===== config.mk =====
export PLATFORM = sky130hd
export DESIGN_NAME = csr_trap_unit
export DESIGN_NICKNAME = d
export VERILOG_FILES = /design/src/rtl/csr_pkg.sv /design/src/rtl/csr_counter.sv /design/src/rtl/csr_trap_unit.sv
export SDC_FILE = /design/constraint.sdc
export NUM_CORES = 2
export LEC_CHECK = 0
export BUFFER_PORTS_ARGS = -buffer_cell sky130_fd_sc_hd__buf_2
export CAP_MARGIN = 20
export CORE_MARGIN = 2
export CORE_UTILIZATION = 55
export CTS_CLUSTER_DIAMETER = 120
export DETAILED_ROUTE_END_ITERATION = 12
export PLACE_DENSITY = 0.8
export SLEW_MARGIN = 15
export SYNTH_ARGS = -nofsm -noshare
export SYNTH_HDL_FRONTEND = slang
export SYNTH_HIERARCHICAL = 1
export SYNTH_SLANG_ARGS = --single-unit

===== constraint.sdc =====
create_clock -name clk -period 7.3 [get_ports clk]
set_input_delay 1.46 -clock clk [delete_from_list [all_inputs] [get_ports clk]]
set_output_delay 1.46 -clock clk [all_outputs]
set_load 0.02 [all_outputs]

===== src/rtl/csr_pkg.sv =====
// Shared CSR addresses, trap causes, operation encodings and small helpers
// for the machine-mode CSR / trap unit.
package csr_pkg;

   localparam logic [11:0] CSR_MVENDORID     = 12'hF11;
   localparam logic [11:0] CSR_MARCHID       = 12'hF12;
   localparam logic [11:0] CSR_MIMPID        = 12'hF13;
   localparam logic [11:0] CSR_MHARTID       = 12'hF14;
   localparam logic [11:0] CSR_MSTATUS       = 12'h300;
   localparam logic [11:0] CSR_MISA          = 12'h301;
   localparam logic [11:0] CSR_MTVEC         = 12'h305;
   localparam logic [11:0] CSR_MCOUNTINHIBIT = 12'h320;
   localparam logic [11:0] CSR_MSCRATCH      = 12'h340;
   localparam logic [11:0] CSR_MEPC          = 12'h341;
   localparam logic [11:0] CSR_MCAUSE        = 12'h342;
   localparam logic [11:0] CSR_MTVAL         = 12'h343;

   // 32-entry address pages, selected by csr_addr[11:5]
   localparam logic [6:0]  CSR_MHPMEVENT_PAGE = 7'h19;   // 0x320..0x33F
   localparam logic [6:0]  CSR_CNT_LO_PAGE    = 7'h58;   // 0xB00..0xB1F
   localparam logic [6:0]  CSR_CNT_HI_PAGE    = 7'h5C;   // 0xB80..0xB9F

   localparam logic [31:0] MISA_VALUE = 32'h4000_0100;

   localparam int unsigned MSTATUS_MIE  = 3;
   localparam int unsigned MSTATUS_MPIE = 7;

   localparam logic [3:0] CAUSE_INST_MISALIGNED  = 4'd0;
   localparam logic [3:0] CAUSE_ILLEGAL_INST     = 4'd2;
   localparam logic [3:0] CAUSE_BREAKPOINT       = 4'd3;
   localparam logic [3:0] CAUSE_LOAD_MISALIGNED  = 4'd4;
   localparam logic [3:0] CAUSE_STORE_MISALIGNED = 4'd6;
   localparam logic [3:0] CAUSE_ECALL_M          = 4'd11;

   typedef enum logic [1:0] {
      CSR_OP_NONE  = 2'b00,
      CSR_OP_WRITE = 2'b01,
      CSR_OP_SET   = 2'b10,
      CSR_OP_CLEAR = 2'b11
   } csr_op_e;

   typedef enum logic {
      ST_IDLE,
      ST_REDIRECT
   } trap_state_e;

   // CSR counter number of physical counter k: mcycle, minstret, then hpm3..
   function automatic logic [4:0] cnt_csr_idx(input int unsigned k);
      if (k == 0)      return 5'd0;
      else if (k == 1) return 5'd2;
      else             return 5'(k + 1);
   endfunction

   // Writable mcountinhibit bits: CY, IR and each implemented HPM counter
   function automatic logic [31:0] minh_mask(input int unsigned num_hpm);
      logic [31:0] m;
      m = 32'h1;
      for (int unsigned b = 2; b < 3 + num_hpm; b++) m[b] = 1'b1;
      return m;
   endfunction

endpackage


===== src/rtl/csr_counter.sv =====
// Width-parametrised event counter with inhibit and 32-bit half write ports.
module csr_counter #(
   parameter int unsigned CNT_WIDTH = 64
) (
   input  logic                 clk,
   input  logic                 resetb,
   input  logic                 i_inc,
   input  logic                 i_inhibit,
   input  logic                 i_wr_lo,
   input  logic                 i_wr_hi,
   input  logic [31:0]          i_wdata,
   output logic [CNT_WIDTH-1:0] o_count
);

   logic [CNT_WIDTH-1:0] r_count;

   // A half write replaces the increment for that cycle
   always_ff @(posedge clk or negedge resetb) begin
      if (!resetb) begin
         r_count <= '0;
      end else if (i_wr_lo) begin
         r_count[31:0] <= i_wdata;
      end else if (i_wr_hi) begin
         r_count[CNT_WIDTH-1:32] <= i_wdata[CNT_WIDTH-33:0];
      end else if (i_inc && !i_inhibit) begin
         r_count <= r_count + CNT_WIDTH'(1);
      end
   end

   assign o_count = r_count;

endmodule


===== src/rtl/csr_trap_unit.sv =====
// Machine-mode CSR file with counters and a precise trap / mret sequencer.
module csr_trap_unit
   import csr_pkg::*;
#(
   parameter int unsigned CNT_WIDTH   = 64,
   parameter int unsigned NUM_HPM     = 2,
   parameter logic [31:0] MTVEC_RESET = 32'h0000_0100,
   parameter int unsigned HART_ID     = 0
) (
   input  logic        clk,
   input  logic        resetb,
   input  logic        csr_valid,
   input  logic [1:0]  csr_op,
   input  logic        csr_imm,
   input  logic [11:0] csr_addr,
   input  logic [31:0] csr_rs1,
   input  logic [4:0]  csr_uimm,
   input  logic        csr_rd_nz,
   output logic [31:0] csr_rdata,
   input  logic        retire,
   input  logic [((NUM_HPM > 0) ? NUM_HPM : 1)-1:0] hpm_event,
   input  logic        xb_exc_valid,
   input  logic [3:0]  xb_exc_cause,
   input  logic [31:0] xb_pc,
   input  logic [31:0] xb_tval,
   input  logic        fd_exc_valid,
   input  logic [3:0]  fd_exc_cause,
   input  logic [31:0] fd_pc,
   input  logic [31:0] fd_tval,
   input  logic        mret,
   output logic        redirect,
   output logic [31:0] redirect_pc,
   output logic        mstatus_mie
);

   localparam int unsigned NCNT      = 2 + NUM_HPM;
   localparam logic [31:0] MINH_MASK = minh_mask(NUM_HPM);

   trap_state_e r_state;
   logic        r_redirect;
   logic [31:0] r_rpc;
   logic [31:0] r_rdata;
   logic        r_mie;
   logic        r_mpie;
   logic [31:0] r_mtvec;
   logic [31:0] r_mscratch;
   logic [31:0] r_mepc;
   logic [31:0] r_mcause;
   logic [31:0] r_mtval;
   logic [31:0] r_minh;

   logic                 w_idle;
   logic                 w_known;
   logic [31:0]          w_rdata;
   logic                 w_wr_intent;
   logic                 w_illegal;
   logic                 w_trap;
   logic                 w_wen;
   logic [31:0]          w_operand;
   logic [31:0]          w_wval;
   logic [31:0]          w_trap_pc;
   logic [3:0]           w_trap_cause;
   logic [31:0]          w_trap_tval;
   logic [NCNT-1:0]      w_inc;
   logic [NCNT-1:0]      w_inh;
   logic [NCNT-1:0]      w_wr_lo;
   logic [NCNT-1:0]      w_wr_hi;
   logic [CNT_WIDTH-1:0] w_cnt [NCNT];

   // CSR read mux and address decode (reads have no side effects)
   always_comb begin
      w_rdata = '0;
      w_known = 1'b1;
      case (csr_addr)
         CSR_MVENDORID, CSR_MARCHID, CSR_MIMPID: w_rdata = '0;
         CSR_MHARTID:       w_rdata = 32'(HART_ID);
         CSR_MSTATUS: begin
            w_rdata[12:11]        = 2'b11;
            w_rdata[MSTATUS_MPIE] = r_mpie;
            w_rdata[MSTATUS_MIE]  = r_mie;
         end
         CSR_MISA:          w_rdata = MISA_VALUE;
         CSR_MTVEC:         w_rdata = r_mtvec;
         CSR_MCOUNTINHIBIT: w_rdata = r_minh;
         CSR_MSCRATCH:      w_rdata = r_mscratch;
         CSR_MEPC:          w_rdata = r_mepc;
         CSR_MCAUSE:        w_rdata = r_mcause;
         CSR_MTVAL:         w_rdata = r_mtval;
         default: begin
            if (csr_addr[11:5] == CSR_MHPMEVENT_PAGE && csr_addr[4:0] >= 5'd3) begin
               w_rdata = '0;
            end else if ((csr_addr[11:5] == CSR_CNT_LO_PAGE || csr_addr[11:5] == CSR_CNT_HI_PAGE)
                         && csr_addr[4:0] != 5'd1) begin
               for (int unsigned k = 0; k < NCNT; k++) begin
                  if (cnt_csr_idx(k) == csr_addr[4:0]) begin
                     w_rdata = (csr_addr[11:5] == CSR_CNT_HI_PAGE)
                               ? 32'(w_cnt[k][CNT_WIDTH-1:32]) : w_cnt[k][31:0];
                  end
               end
            end else begin
               w_known = 1'b0;
            end
         end
      endcase
   end

   // Write intent, illegal-access detection, trap priority and write value
   always_comb begin
      w_idle      = (r_state == ST_IDLE);
      w_wr_intent = (csr_op == CSR_OP_WRITE) ||
                    ((csr_op == CSR_OP_SET || csr_op == CSR_OP_CLEAR) && csr_uimm != 5'd0);
      w_illegal   = w_idle && csr_valid &&
                    (!w_known || (csr_addr[11:8] == 4'hF && w_wr_intent));
      w_trap      = w_idle && (w_illegal || xb_exc_valid || fd_exc_valid);
      w_wen       = w_idle && csr_valid && w_wr_intent && !w_trap;
      w_operand   = csr_imm ? {27'b0, csr_uimm} : csr_rs1;
      case (csr_op)
         CSR_OP_SET:   w_wval = w_rdata | w_operand;
         CSR_OP_CLEAR: w_wval = w_rdata & ~w_operand;
         default:      w_wval = w_operand;
      endcase
      if (w_illegal) begin
         w_trap_pc    = xb_pc;
         w_trap_cause = CAUSE_ILLEGAL_INST;
         w_trap_tval  = '0;
      end else if (xb_exc_valid) begin
         w_trap_pc    = xb_pc;
         w_trap_cause = xb_exc_cause;
         w_trap_tval  = xb_tval;
      end else begin
         w_trap_pc    = fd_pc;
         w_trap_cause = fd_exc_cause;
         w_trap_tval  = fd_tval;
      end
   end

   // Counter strobes: mcycle always runs, the rest are frozen while flushing
   always_comb begin
      w_inc    = '0;
      w_inc[0] = 1'b1;
      w_inc[1] = w_idle && retire && !w_trap;
      for (int unsigned i = 0; i < NUM_HPM; i++) w_inc[2+i] = w_idle && hpm_event[i];
      for (int unsigned k = 0; k < NCNT; k++) begin
         w_inh[k]   = r_minh[cnt_csr_idx(k)];
         w_wr_lo[k] = w_wen && (csr_addr == {CSR_CNT_LO_PAGE, cnt_csr_idx(k)});
         w_wr_hi[k] = w_wen && (csr_addr == {CSR_CNT_HI_PAGE, cnt_csr_idx(k)});
      end
   end

   for (genvar g = 0; g < NCNT; g++) begin : g_cnt
      csr_counter #(.CNT_WIDTH(CNT_WIDTH)) u_cnt (
         .clk       (clk),
         .resetb    (resetb),
         .i_inc     (w_inc[g]),
         .i_inhibit (w_inh[g]),
         .i_wr_lo   (w_wr_lo[g]),
         .i_wr_hi   (w_wr_hi[g]),
         .i_wdata   (w_wval),
         .o_count   (w_cnt[g])
      );
   end

   // CSR state updates and the IDLE/REDIRECT sequencer
   always_ff @(posedge clk or negedge resetb) begin
      if (!resetb) begin
         r_state    <= ST_IDLE;
         r_redirect <= 1'b0;
         r_rpc      <= '0;
         r_rdata    <= '0;
         r_mie      <= 1'b0;
         r_mpie     <= 1'b1;
         r_mtvec    <= {MTVEC_RESET[31:2], 2'b00};
         r_mscratch <= '0;
         r_mepc     <= '0;
         r_mcause   <= '0;
         r_mtval    <= '0;
         r_minh     <= '0;
      end else begin
         case (r_state)
            ST_IDLE: begin
               r_redirect <= 1'b0;
               if (csr_valid && csr_rd_nz && !w_trap) r_rdata <= w_rdata;
               if (w_wen) begin
                  case (csr_addr)
                     CSR_MSTATUS: begin
                        r_mie  <= w_wval[MSTATUS_MIE];
                        r_mpie <= w_wval[MSTATUS_MPIE];
                     end
                     CSR_MTVEC:         r_mtvec    <= {w_wval[31:2], 2'b00};
                     CSR_MSCRATCH:      r_mscratch <= w_wval;
                     CSR_MEPC:          r_mepc     <= {w_wval[31:2], 2'b00};
                     CSR_MCAUSE:        r_mcause   <= w_wval;
                     CSR_MTVAL:         r_mtval    <= w_wval;
                     CSR_MCOUNTINHIBIT: r_minh     <= w_wval & MINH_MASK;
                     default: ;
                  endcase
               end
               if (w_trap) begin
                  r_mepc     <= {w_trap_pc[31:2], 2'b00};
                  r_mcause   <= {28'b0, w_trap_cause};
                  r_mtval    <= w_trap_tval;
                  r_mpie     <= r_mie;
                  r_mie      <= 1'b0;
                  r_rpc      <= r_mtvec;
                  r_redirect <= 1'b1;
                  r_state    <= ST_REDIRECT;
               end else if (mret) begin
                  r_mie      <= r_mpie;
                  r_mpie     <= 1'b1;
                  r_rpc      <= r_mepc;
                  r_redirect <= 1'b1;
                  r_state    <= ST_REDIRECT;
               end
            end
            default: begin
               r_redirect <= 1'b0;
               r_state    <= ST_IDLE;
            end
         endcase
      end
   end

   assign csr_rdata   = r_rdata;
   assign redirect    = r_redirect;
   assign redirect_pc = r_rpc;
   assign mstatus_mie = r_mie;

endmodule


==> impl_metrics.yaml <==
status:
  status: "completed"
floorplanning:
  die_y_um: 242
  die-width_um: 242
  io_pins: 264
  fp.coreArea_um2: 56100
  die_area_um2: 58400
  start_util: 0.554
  num_rows: 87
power_and_ir_drop:
  p_leak_nw: 14.8
  ir_worst_vdd_mv: 0.215
  p_per_area_nw_per_um2: 228
  power_switching_w: 0.00268
  power_frac_seq: 0.425
  total_power_w: 0.00794
  power_frac_clock: 0.356
  p_comb_frac: 0.219
  p_int_w: 0.00526
  p_sw_frac: 0.337
cts:
  worstSkewPairLatency_ns: 0.66
  numCtsBuffers: 53
  htreeDepth: 2
  clkSinkCount: 481
  cts_resized: 0
  root_buffer: "clkbuf_16"
  cts_tree: "done"
  ctsHoldBuffers: 0
  clockBufferDepth: 3
  path_clk_slew_ns: 0.06
  postCtsSetupBuffers: 0
synthesis:
  synth-adder-area-share: 0.00161
  yosys.area_share.simple: 0.226
  avgSynthCellArea_um2: 8.77
  synth.top_cell.area_share: 0.386
  yosys.area_share.xor_xnor: 0.0356
  yosysUniqueCellTypes: 96
  synth_edf_count: 0
  yosysWarnings: 6
  synth_top_family_by_area: "simple AND/OR/NAND/NOR gates"
  ys_seq_area_frac: 0.388
  syn_area_um2: 31000
  synth.area.mux_share: 0.103
  synth_ff_type: "dfrtp_1"
  synth_top_area_cell: "dfrtp_1"
  ys_seq_elements: 481
  synth_area_leaders: "dfrtp_1 (39%), mux2i_1 (5.9%), nand2_1 (4.6%), o21ai_0 (4.5%), nand3_1 (3.9%)"
  synth_cells: 3538
  async_reset_ff_frac: 1.00
  synth_compound_area_frac: 0.206
sta:
  maxSlewViolCount: 0
  fin_crit_sh: 0.780
  fin_skew_ns: 0.0363
  rsz0062_at_grt: "no"
  tightestPinTransition_ns: 1.13
  setup_viol: 0
  fmax_ghz: 0.176
  relSlewSlack: 0.237
  tns_ns: 0
  final_hold_viol_count: 0
  min_period_ns: 5.69
worst_setup_path:
  rr_endpoint: "g_cnt[0].u_cnt/o_count[26]"
  start_kind: "input port"
  critical_path_class: "input port to flop"
  cp_slowest_stage_delay_ns: 0.59
  cp.required_ns: 7.80
  r2r_start: "redirect"
  path_delay_family: "simple AND/OR/NAND/NOR gates"
  worstPathMaxFanout: 69
  slowest_stage: "or3b_1"
  cp_num_buf_inv: 2
  r2r_slack_ns: 2.36
  arrival_ns: 6.20
  r2r_cells: 15
  cp-end-kind: "flop"
  crit_chain: "buf_2, nor2b_1, a2111oi_4, nor3_1, o211ai_2, a31o_4, nand2_1, nor4_2, buf_4, or3b_1, nor2_1, nand4_1, nor4_1, xnor2_1, o21ai_0"
min_path:
  min_path_cells: 1
  min_from: "csr_rdata[8]"
  hold_path_end: "csr_rdata[8]"
  hold_class: "flop to flop"
placed_design:
  globalplace.congestion: 1.03
  io_buffers: 257
  dpl.hpwl_mm: 85.6
final_layout:
  multiInputGateArea_um2: 17900
  area_growth_pct: 12.4
  seqCellArea_um2: 12000
  final_common_cell: "dfrtp_1"
  fillers: 4708
  layout_common_cells: "dfrtp_1 (479), nand2_1 (377), o21ai_0 (280), buf_2 (257), nor2_1 (253)"
  drive_gt1_frac: 0.166
  nets: 3898
routing:
  ant_nets: 0
  detail_route.vias_per_cell: 6.95
  drc: 0
  drt-initial-drc-count: 4591
  num_vias: 31300
  wl_mm: 125
  wl_per_cell_um: 27.7
  drt-pass1-iter-count: 8
global_route:
  grt_pass1_wl_mm: 186
  overflow: 0
  grt_usage: 0.418
  antenna_found_initial: 12
  grt_pass1_vias: 28900
  grt_max_degree: 148
run:
  drv_cap: 0
==> power groups by stage <==
stage          Clock [W]  Combinational, W  Sequential, W
2_1_floorplan          0          0.000933        0.00347
4_1_cts          0.00282           0.00170        0.00336
3_3_place_gp           0           0.00165        0.00339
6_report         0.00283           0.00174        0.00337
5_1_grt          0.00293           0.00186        0.00341
3_5_place_dp           0           0.00169        0.00340
==> sequential cells by signal (all words and copies together) (netlist names) <==
signal	cells
r_mtval	32
r_mcause	32
r_mepc	30
r_minh	4
r_mscratch	32
mstatus_mie	1
csr_rdata	32
redirect	1
r_mtvec	30
r_mpie	1
g_cnt.u_cnt/o_count	256
redirect_pc	30
==> worst reg2reg max path, stage by stage, from the launching register on <==
cell	delay (ns)
dfrtp_1	0.38
nand2b_1	0.34
a211oi_4	0.26
buf_4	0.25
and2_1	0.19
nor2_1	0.08
a31o_4	0.53
nand2_1	0.49
nor4_2	0.07
buf_4	0.23
or3b_1	0.60
nor2_1	0.46
nand4_1	0.31
nor4_1	0.36
xnor2_1	0.16
o21ai_0	0.08
==> worst max path at each step <==
stage,cells past startpoint,start,slack [ns],end
after floorplan,17,csr_addr[3],2.42,g_cnt[3].u_cnt/o_count[12]
after global placement,15,csr_addr[0],1.20,g_cnt[0].u_cnt/o_count[26]
after detailed placement,15,csr_addr[0],1.13,g_cnt[0].u_cnt/o_count[26]
after CTS,15,csr_addr[0],1.77,g_cnt[0].u_cnt/o_count[26]
after global routing,15,csr_addr[0],1.34,g_cnt[0].u_cnt/o_count[26]
final,15,csr_addr[0],1.61,g_cnt[0].u_cnt/o_count[26]
==> cell usage after synthesis (all sizes together) (25+ instances only) <==
| library cell | instances |
|---|---|
| a211oi | 35 |
| a21o | 38 |
| a21oi | 164 |
| a222oi | 25 |
| a22o | 26 |
| a31oi | 41 |
| and3 | 28 |
| buf | 77 |
| clkbuf | 165 |
| dfrtp | 479 |
| inv | 51 |
| mux2 | 117 |
| mux2i | 184 |
| nand2 | 380 |
| nand3 | 242 |
| nand4 | 90 |
| nor2 | 259 |
| nor2b | 44 |
| nor3 | 111 |
| nor4 | 53 |
| o21a | 30 |
| o21ai | 358 |
| o221a | 25 |
| o22a | 33 |
| o22ai | 40 |
| or3 | 32 |
| xnor2 | 65 |
| xor2 | 61 |
==> cell type report <==
type                       instances  share of cell area
clock inverter                    15             0.00717
inverter                          51             0.00549
timing repair buffer             343              0.0563
multi-input combinational       2766               0.513
clock buffer                      80              0.0447
antenna                           14             0.00100
tap                              756              0.0271
sequential                       481               0.345
==> logic make-up after synthesis <==
| family | count (synthesis) |
|---|---|
| flops | 481 |
| fa+ha+maj | 4 |
| other cells | 2 |
| mux | 303 |
| xor+xnor | 126 |
| compound gates | 959 |
| simple gates | 1370 |
| buf+inv | 293 |
==> per-layer routing <==
| layer | routed length, um | GRT usage |
|---|---|---|
| met5 | 0 | 0 |
| met4 | 10100 | 0.292 |
| met3 | 16600 | 0.122 |
| met2 | 52400 | 0.602 |
| met1 | 45800 | 0.540 |
==> per-stage QoR <==
step                      utilization  worst slack, ns  hold WS (ns)  area [um^2]  cells
final                           0.622             1.61         0.481        34900   4506
after global routing            0.622             1.34         0.492        34900   4497
after CTS                       0.622             1.77         0.483        34800   4491
after detailed placement        0.589             1.13         0.469        33000   4396
after global placement          0.589             1.20         0.460        33000   4396
after floorplan                     -             2.42         0.450        31000   3540
Note: power is estimated with default switching activity, not from simulation.
